[config.mk]
export PLATFORM = sky130hd
export DESIGN_NAME = ofdm_frame_scheduler
export DESIGN_NICKNAME = d
export VERILOG_FILES = /design/src/rtl/ofdm_pkg.sv /design/src/rtl/ofdm_frame_scheduler.sv
export SDC_FILE = /design/constraint.sdc
export NUM_CORES = 1
export LEC_CHECK = 0
export CAP_MARGIN = 10
export CORE_MARGIN = 1
export CORE_UTILIZATION = 36
export DETAILED_ROUTE_END_ITERATION = 16
export PLACE_DENSITY = 0.85
export SLEW_MARGIN = 15
export SYNTH_ARGS = -nofsm -noshare
export SYNTH_HDL_FRONTEND = slang
export SYNTH_SLANG_ARGS = --single-unit
[constraint.sdc]
create_clock -name aclk -period 4.98 [get_ports aclk]
set_input_delay 0.996 -clock aclk [delete_from_list [all_inputs] [get_ports aclk]]
set_output_delay 0.996 -clock aclk [all_outputs]
set_load 0.005 [all_outputs]
[src/rtl/ofdm_pkg.sv]
// Shared defaults and state encoding for the OFDM frame scheduler.
package ofdm_pkg;

  localparam int OFDM_NSC     = 8;   // subcarriers (samples) per symbol
  localparam int OFDM_W       = 32;  // sample width {imag[15:0], real[15:0]}
  localparam int OFDM_N_PRE   = 2;   // preamble symbols per frame
  localparam int OFDM_N_DATA  = 4;   // data symbols per frame
  localparam int OFDM_GAP_CYC = 16;  // idle cycles after each frame

  typedef enum logic [1:0] {
    ST_IDLE = 2'd0,
    ST_PRE  = 2'd1,
    ST_DATA = 2'd2,
    ST_GAP  = 2'd3
  } state_t;

endpackage

[src/rtl/ofdm_frame_scheduler.sv]
// OFDM frame scheduler: multiplexes preamble and QAM-mapper sample streams
// into the IFFT input as frames of N_PRE preamble symbols followed by
// N_DATA data symbols, then holds the output idle for GAP_CYC cycles.
// Symbol boundaries come only from the internal sample counter.
module ofdm_frame_scheduler
  import ofdm_pkg::*;
#(
  parameter int NSC     = OFDM_NSC,
  parameter int W       = OFDM_W,
  parameter int N_PRE   = OFDM_N_PRE,
  parameter int N_DATA  = OFDM_N_DATA,
  parameter int GAP_CYC = OFDM_GAP_CYC
) (
  input  logic         aclk,
  input  logic         reset,
  input  logic         enable,
  input  logic [W-1:0] pre_tdata,
  input  logic         pre_tvalid,
  output logic         pre_tready,
  input  logic [W-1:0] map_tdata,
  input  logic         map_tvalid,
  output logic         map_tready,
  output logic [W-1:0] m_tdata,
  output logic         m_tvalid,
  output logic         m_tlast,
  input  logic         m_tready,
  output logic         frame_start,
  output logic [3:0]   sym_idx,
  output logic         busy
);

  localparam int SMP_W = (NSC > 1) ? $clog2(NSC) : 1;
  localparam int GAP_W = (GAP_CYC > 1) ? $clog2(GAP_CYC) : 1;

  localparam logic [SMP_W-1:0] SMP_LAST     = SMP_W'(NSC - 1);
  localparam logic [GAP_W-1:0] GAP_LAST     = GAP_W'(GAP_CYC - 1);
  localparam logic [3:0]       PRE_SYM_LAST = 4'(N_PRE - 1);
  localparam logic [3:0]       SYM_LAST     = 4'(N_PRE + N_DATA - 1);

  state_t             state_q, state_d;
  logic [SMP_W-1:0]   smp_q,   smp_d;
  logic [3:0]         sym_q,   sym_d;
  logic [GAP_W-1:0]   gap_q,   gap_d;
  logic               xfer;

  // State and counter registers; reset returns to IDLE with all counters cleared.
  // NOTE: sequential state uses non-blocking assignments so every flop samples
  // the pre-edge value of its neighbours, independent of statement order.
  always_ff @(posedge aclk or posedge reset) begin
    if (reset) begin
      state_q <= ST_IDLE;
      smp_q   <= '0;
      sym_q   <= '0;
      gap_q   <= '0;
    end else begin
      state_q <= state_d;
      smp_q   <= smp_d;
      sym_q   <= sym_d;
      gap_q   <= gap_d;
    end
  end

  // Next-state logic, output mux and counter advance, all in one process.
  // NOTE: every signal written here gets a default first, so no path can
  // leave one unassigned and infer a latch.
  always_comb begin
    state_d     = state_q;
    smp_d       = smp_q;
    sym_d       = sym_q;
    gap_d       = gap_q;
    m_tdata     = '0;
    m_tvalid    = 1'b0;
    m_tlast     = 1'b0;
    pre_tready  = 1'b0;
    map_tready  = 1'b0;
    frame_start = 1'b0;
    sym_idx     = sym_q;
    busy        = (state_q != ST_IDLE);

    unique case (state_q)
      ST_IDLE: begin
        if (enable) state_d = ST_PRE;
      end
      ST_PRE: begin
        m_tdata    = pre_tdata;
        m_tvalid   = pre_tvalid;
        pre_tready = m_tready;
      end
      ST_DATA: begin
        m_tdata    = map_tdata;
        m_tvalid   = map_tvalid;
        map_tready = m_tready;
      end
      ST_GAP: begin
        // Gap length is fixed; enable is only consulted when it expires.
        if (gap_q == GAP_LAST) begin
          state_d = enable ? ST_PRE : ST_IDLE;
          gap_d   = '0;
          sym_d   = '0;
        end else begin
          gap_d = gap_q + 1'b1;
        end
      end
      default: state_d = ST_IDLE;
    endcase

    // m_tvalid is forced low in IDLE/GAP, so these only act in PRE/DATA.
    xfer    = m_tvalid && m_tready;
    m_tlast = m_tvalid && (smp_q == SMP_LAST);

    if (xfer) begin
      frame_start = (state_q == ST_PRE) && (sym_q == '0) && (smp_q == '0);
      if (smp_q == SMP_LAST) begin
        smp_d = '0;
        if (state_q == ST_PRE && sym_q == PRE_SYM_LAST) begin
          state_d = ST_DATA;
          sym_d   = sym_q + 4'd1;
        end else if (state_q == ST_DATA && sym_q == SYM_LAST) begin
          // Final symbol: hold sym_idx at its last value through the gap.
          state_d = ST_GAP;
          gap_d   = '0;
        end else begin
          sym_d = sym_q + 4'd1;
        end
      end else begin
        smp_d = smp_q + 1'b1;
      end
    end
  end

endmodule

==> metrics, run 1 <==
syn nets=between 200 and 300; RSZ-0062 raised after global routing=no; Flop pwr share=0.205; Cell Int Power=0.483 mW; Netlist Area Pre-Place=about 1400 µm²; Vias/cell=~5.1; total congestion overflow=0; syn_area_per_cell=slightly above 8 µm²; final count of hold timing violations=0; diodes inserted=0; fin crit period=4.06 ns; CTS tree=done; Worst Setup End Kind=output port; CTS max path bufs=2; IO buf count=approximately 110; worst-path maximum fanout=37; Ports=112; fin. max-slew vios=0; Slew @ Worst Pin=0.868 ns; YS warnings=0; root buf cell=clkbuf_8; cell taking the most area after synthesis=dfrtp_1; CTS sink count=13; fmax=246 MHz; final setup vio count=0; first-pass GRT wire length=between 7000 and 8000 µm; GP Congestion=a little under 0.8; WP data required=~4.0 ns; EDFF count, synth=0; initial antenna violation count=0; full die area=4100 µm²; status=complete, no violations; GRT Overall Usage=0.227; H-tree depth=1; Die X=between 60 and 70 µm; clock power share=0.128; P_sw=0.276 mW; Crit Path Class=flip-flop to output port; Core ar.=~3700 µm²; Inserted Clock Buffers=3; synth unique cells=34; Total Wirelength=around 4600 µm; Gate Count Post-Synth=between 150 and 200; cts hold-fix bufs=0; post-synth top area share=0.235; P per Cell Area=297 nW/µm²; vias in the first global route=1486; critical path launch point type=flip-flop; Layout area overhead=84.8%; nets@finish=between 300 and 400; Max Cap Viol=0; worst skew pair latency=0.25 ns; DRC viols=0; Switching Share=0.363; FF+latch count, synth=13; drt first pass iters=4; fin crit share=0.815; 1st-iter DRT viols=around 110; final cell utilization of the core=0.699; num rows=22; peak supply drop=roughly 0.00017 V; Initial Util=0.378; Commonest cells post-synth=35 x nor2b_1, 32 x a22oi_1, 13 x dfrtp_1; WP data arrival=just over 3 ns; Worst-path clk slew=about 0.060 ns; Final HPWL DP=roughly 3600 µm; Chip Height=between 60 and 70 µm; Vias=approximately 1700; wire per inst=roughly 14 µm; largest net degree at the start of global routing=38; clock skew=around 0.0013 ns; HP Class=flip-flop to flip-flop; asr flop ratio synth=1.00; top_reg_cell synth=dfrtp_1; ANT nets after route=0; count leader, synth=nor2b_1; layout cell share with drive strength beyond 1=0.0362; PostCTS Resize Cnt=0; top cells by area, synth=dfrtp_1 24%, a22oi_1 17%, nor2b_1 16%, ha_1 9.9%, nor2_1 3.0%; slew margin rel.=0.421; fill count=about 330; setup_tns=0 ns; Leak=1.00 nW; Comb pwr share=0.667; postcts setup bufs=0; sequential fraction of the synthesis area=0.235
[layer usage]
metal / up-vias / wire length (µm) / global-route usage
met5: - / 0 / 0
met4: 0 / 33 / 0.0426
met3: 5 / 312 / 0.0375
met2: 67 / 2280 / 0.387
met1: 773 / 2010 / 0.302
li1: 821 / - / -
[metrics by stage]
| step | total power [mW] | hold WS [ns] | std cells | cell area (µm²) | setup slack, ns |
|---|---|---|---|---|---|
| after global placement | 0.657 | 0.537 | 320 | 2510 | 1.30 |
| after floorplan | 0.423 | 0.511 | 171 | 1380 | 2.41 |
| after detailed placement | 0.666 | 0.541 | 320 | 2510 | 1.23 |
| final | 0.759 | 0.554 | 324 | 2560 | 0.919 |
| after global routing | 0.824 | 0.575 | 324 | 2560 | 0.660 |
| after CTS | 0.764 | 0.554 | 324 | 2560 | 0.956 |
[power groups by stage]
| stage | Sequential, mW | Clock (mW) | Combinational, mW |
|---|---|---|---|
| 2_1_floorplan | 0.152 | 0 | 0.271 |
| 3_3_place_gp | 0.156 | 0 | 0.501 |
| 3_5_place_dp | 0.157 | 0 | 0.509 |
| 4_1_cts | 0.155 | 0.0985 | 0.511 |
| 5_1_grt | 0.159 | 0.104 | 0.561 |
| 6_report | 0.155 | 0.0972 | 0.506 |
[cell families (layout without fill, tap and decap cells)]
family,after synthesis,count (layout),share of synthesized area
xor+xnor,1,1,0.00633
compound gates,51,51,0.270
simple gates,71,71,0.299
mux,3,3,0.0235
flops,13,13,0.235
fa+ha+maj,11,11,0.0995
buf+inv,21,126,0.0660
[layout by cell type, fill, tap and decap left out, drive strengths merged, types with 5 or more instances in the layout]
cell type and count:
nor2b 35, ha 11, inv 9, nand2 10, o21ai 8, nor2 11, a22oi 33, a21oi 5
dfrtp 13, clkdlybuf4s50 111
[final cells by class]
type / instances / area, µm² / area share
Timing Repair Buffer: 113 / 1130 / 0.440
Multi-Input combinational cell: 137 / 967 / 0.378
Sequential cell: 13 / 325 / 0.127
Tap cell: 48 / 60.1 / 0.0235
Clock buffer: 4 / 45.0 / 0.0176
Inverter: 9 / 33.8 / 0.0132
[path summary, 6_finish.rpt]
path,startpoint,endpoint,slack (ns),cells past startpoint
min reg2reg,smp_q[2],smp_q[2],0.55,1
min in group asynchronous,reset,sym_idx[2],1.08,2
max reg2reg,state_q[0],sym_idx[3],2.45,6
max,state_q[0],frame_start,0.92,6
max in group asynchronous,reset,state_q[0],3.55,2
min,smp_q[2],smp_q[2],0.55,1
[critical path: stages (launching register included)]
cell	delay [ns]
dfrtp_1	0.40
inv_1	0.10
ha_1	0.87
nand2_1	0.22
nor2_1	0.42
and4_1	0.28
clkdlybuf4s50_1	0.51
[sequential cells by signal, indices dropped and copies added, names as in the netlist]
signal   cells
gap_q        4
sym_idx      4
smp_q        3
state_q      2
(Power assumes the default switching activity.)
==> run 2: changes to the inputs <==
- CORE_UTILIZATION: 36 -> 33
- PLACE_DENSITY: 0.85 -> 0.79
- clock period: 4.98 -> 4.2 ns (I/O delays scaled with it)
==> metrics, run 2 (same netlist as run 1, synthesis figures left out) <==
commonest non-fill, non-tap cell in the layout=clkdlybuf4s50_1; status=complete, no violations; H-tree depth=1; ANT nets after route=0; fin. max-slew vios=0; crit-path max cell delay=roughly 0.52 ns; drt first pass iters=6; CTS sink count=13; initial antenna violation count=0; root buf cell=clkbuf_8; Slew @ Worst Pin=between 0.6 and 0.7 ns; worst skew pair latency=0.25 ns; final setup vio count=0; CP bufs+invs=2; final count of hold timing violations=0; Worst-path clk slew=around 0.050 ns; IO buf count=between 100 and 150; DRC viols=0; Core ar.=4000 µm²; CTS max path bufs=2; Vias=around 1600; diodes inserted=0; layout cell share with drive strength beyond 1=0.0433; Leak=between 1 and 1.5 nW; slew margin rel.=0.590; Crit Path Class=input pin to output port; fmax=292 MHz; largest net degree at the start of global routing=37; WP data required=between 3 and 4 ns; vias in the first global route=approximately 1500; Layout area overhead=85.6%; Ports=between 100 and 150; RSZ-0062 raised after global routing=no; worst-path maximum fanout=7; CTS tree=done; Inserted Clock Buffers=3; fill count=around 340; Max Cap Viol=0; clock skew=between 0.005 and 0.006 ns; setup_tns=0 ns; final cell utilization of the core=0.642; postcts setup bufs=0; cts hold-fix bufs=0; slowest library cell on the worst path=clkdlybuf4s50_1; Worst Setup End Kind=output port; Vias/cell=5.01; CP cell instances=clkdlybuf4s50_1 -> a22oi_4 -> nor2_1 -> and4_1 -> clkdlybuf4s50_1; nets@finish=359; P per Cell Area=roughly 350 nW/µm²; wire per inst=about 14 µm; critical path launch point type=input pin; fin crit share=0.814; GP Congestion=~0.8; 1st-iter DRT viols=72; Die X=between 60 and 70 µm; num rows=23; HP Class=flip-flop to flip-flop; Chip Height=~67 µm; Total Wirelength=roughly 4400 µm; Final HPWL DP=3550 µm; full die area=about 4500 µm²; PostCTS Resize Cnt=0; fin crit period=approximately 3.4 ns; Initial Util=0.346; WP data arrival=2.58 ns; CP dominant cell by count=clkdlybuf4s50_1; most frequent cells in the layout=111 x clkdlybuf4s50_1, 35 x nor2b_1, 32 x a22oi_1, 13 x dfrtp_1; Crit path max-delay family=buffers and inverters; total congestion overflow=0; GRT Overall Usage=0.195; peak supply drop=around 0.00030 V; first-pass GRT wire length=6670 µm
[run 2: cell count changes in the layout (fill, tap and decap cells not counted), sizes merged]
cell and delta:
buf +1, clkinv +1, clkbuf -1
[run 2: power breakdown]
part	internal, mW	switching [mW]	total [mW]
Combinational	0.355	0.248	0.603
Clock	0.0655	0.0452	0.111
Sequential	0.154	0.0289	0.182
Total	0.574	0.322	0.896
[run 2: final timing paths]
check,start,to,slack [ns],cells after the start
min in group asynchronous,reset,gap_q[1],0.90,2
setup / recovery,map_tvalid,frame_start,0.78,5
hold / removal,smp_q[2],smp_q[2],0.54,1
hold reg to reg,smp_q[2],smp_q[2],0.54,1
setup reg to reg,state_q[0],state_q[0],2.06,5
max in group asynchronous,reset,smp_q[1],2.97,2
[run 2: final cells by class]
class                   instances  area [µm²]  share of cell area
clock buffers                   3        41.3              0.0161
clock inverters                 1        5.00             0.00195
inverters                       9        33.8              0.0132
multi-input cells             137         967               0.377
flip-flops and latches         13         325               0.127
well taps                      50        62.6              0.0244
repair buffers                114        1130               0.441
[run 2: through the flow]
stage	hold WS [ns]	std cells	power [mW]	worst slack, ns	instance area [µm²]
after global routing	0.561	327	0.978	0.624	2570
final	0.544	327	0.896	0.779	2570
after detailed placement	0.535	323	0.795	0.798	2520
after floorplan	0.511	171	0.502	1.93	1380
after CTS	0.548	327	0.909	0.789	2570
after global placement	0.532	323	0.785	0.823	2520
[run 2: layer usage]
layer | vias up | part of all wire | track usage
li1 | 819 | - | -
met1 | 742 | 0.38 | 0.213
met2 | 67 | 0.50 | 0.359
met3 | 9 | 0.10 | 0.0479
met4 | 0 | 0.020 | 0.0745
met5 | - | 0 | 0
[run 2: worst register-to-register path: cells and delay by family (launching register included)]
family | cells | cell delay, ns
flops | 1 | 0.42
fa+ha+maj | 1 | 0.50
simple gates | 2 | 0.81
compound gates | 1 | 0.24
buf+inv | 1 | 0.12
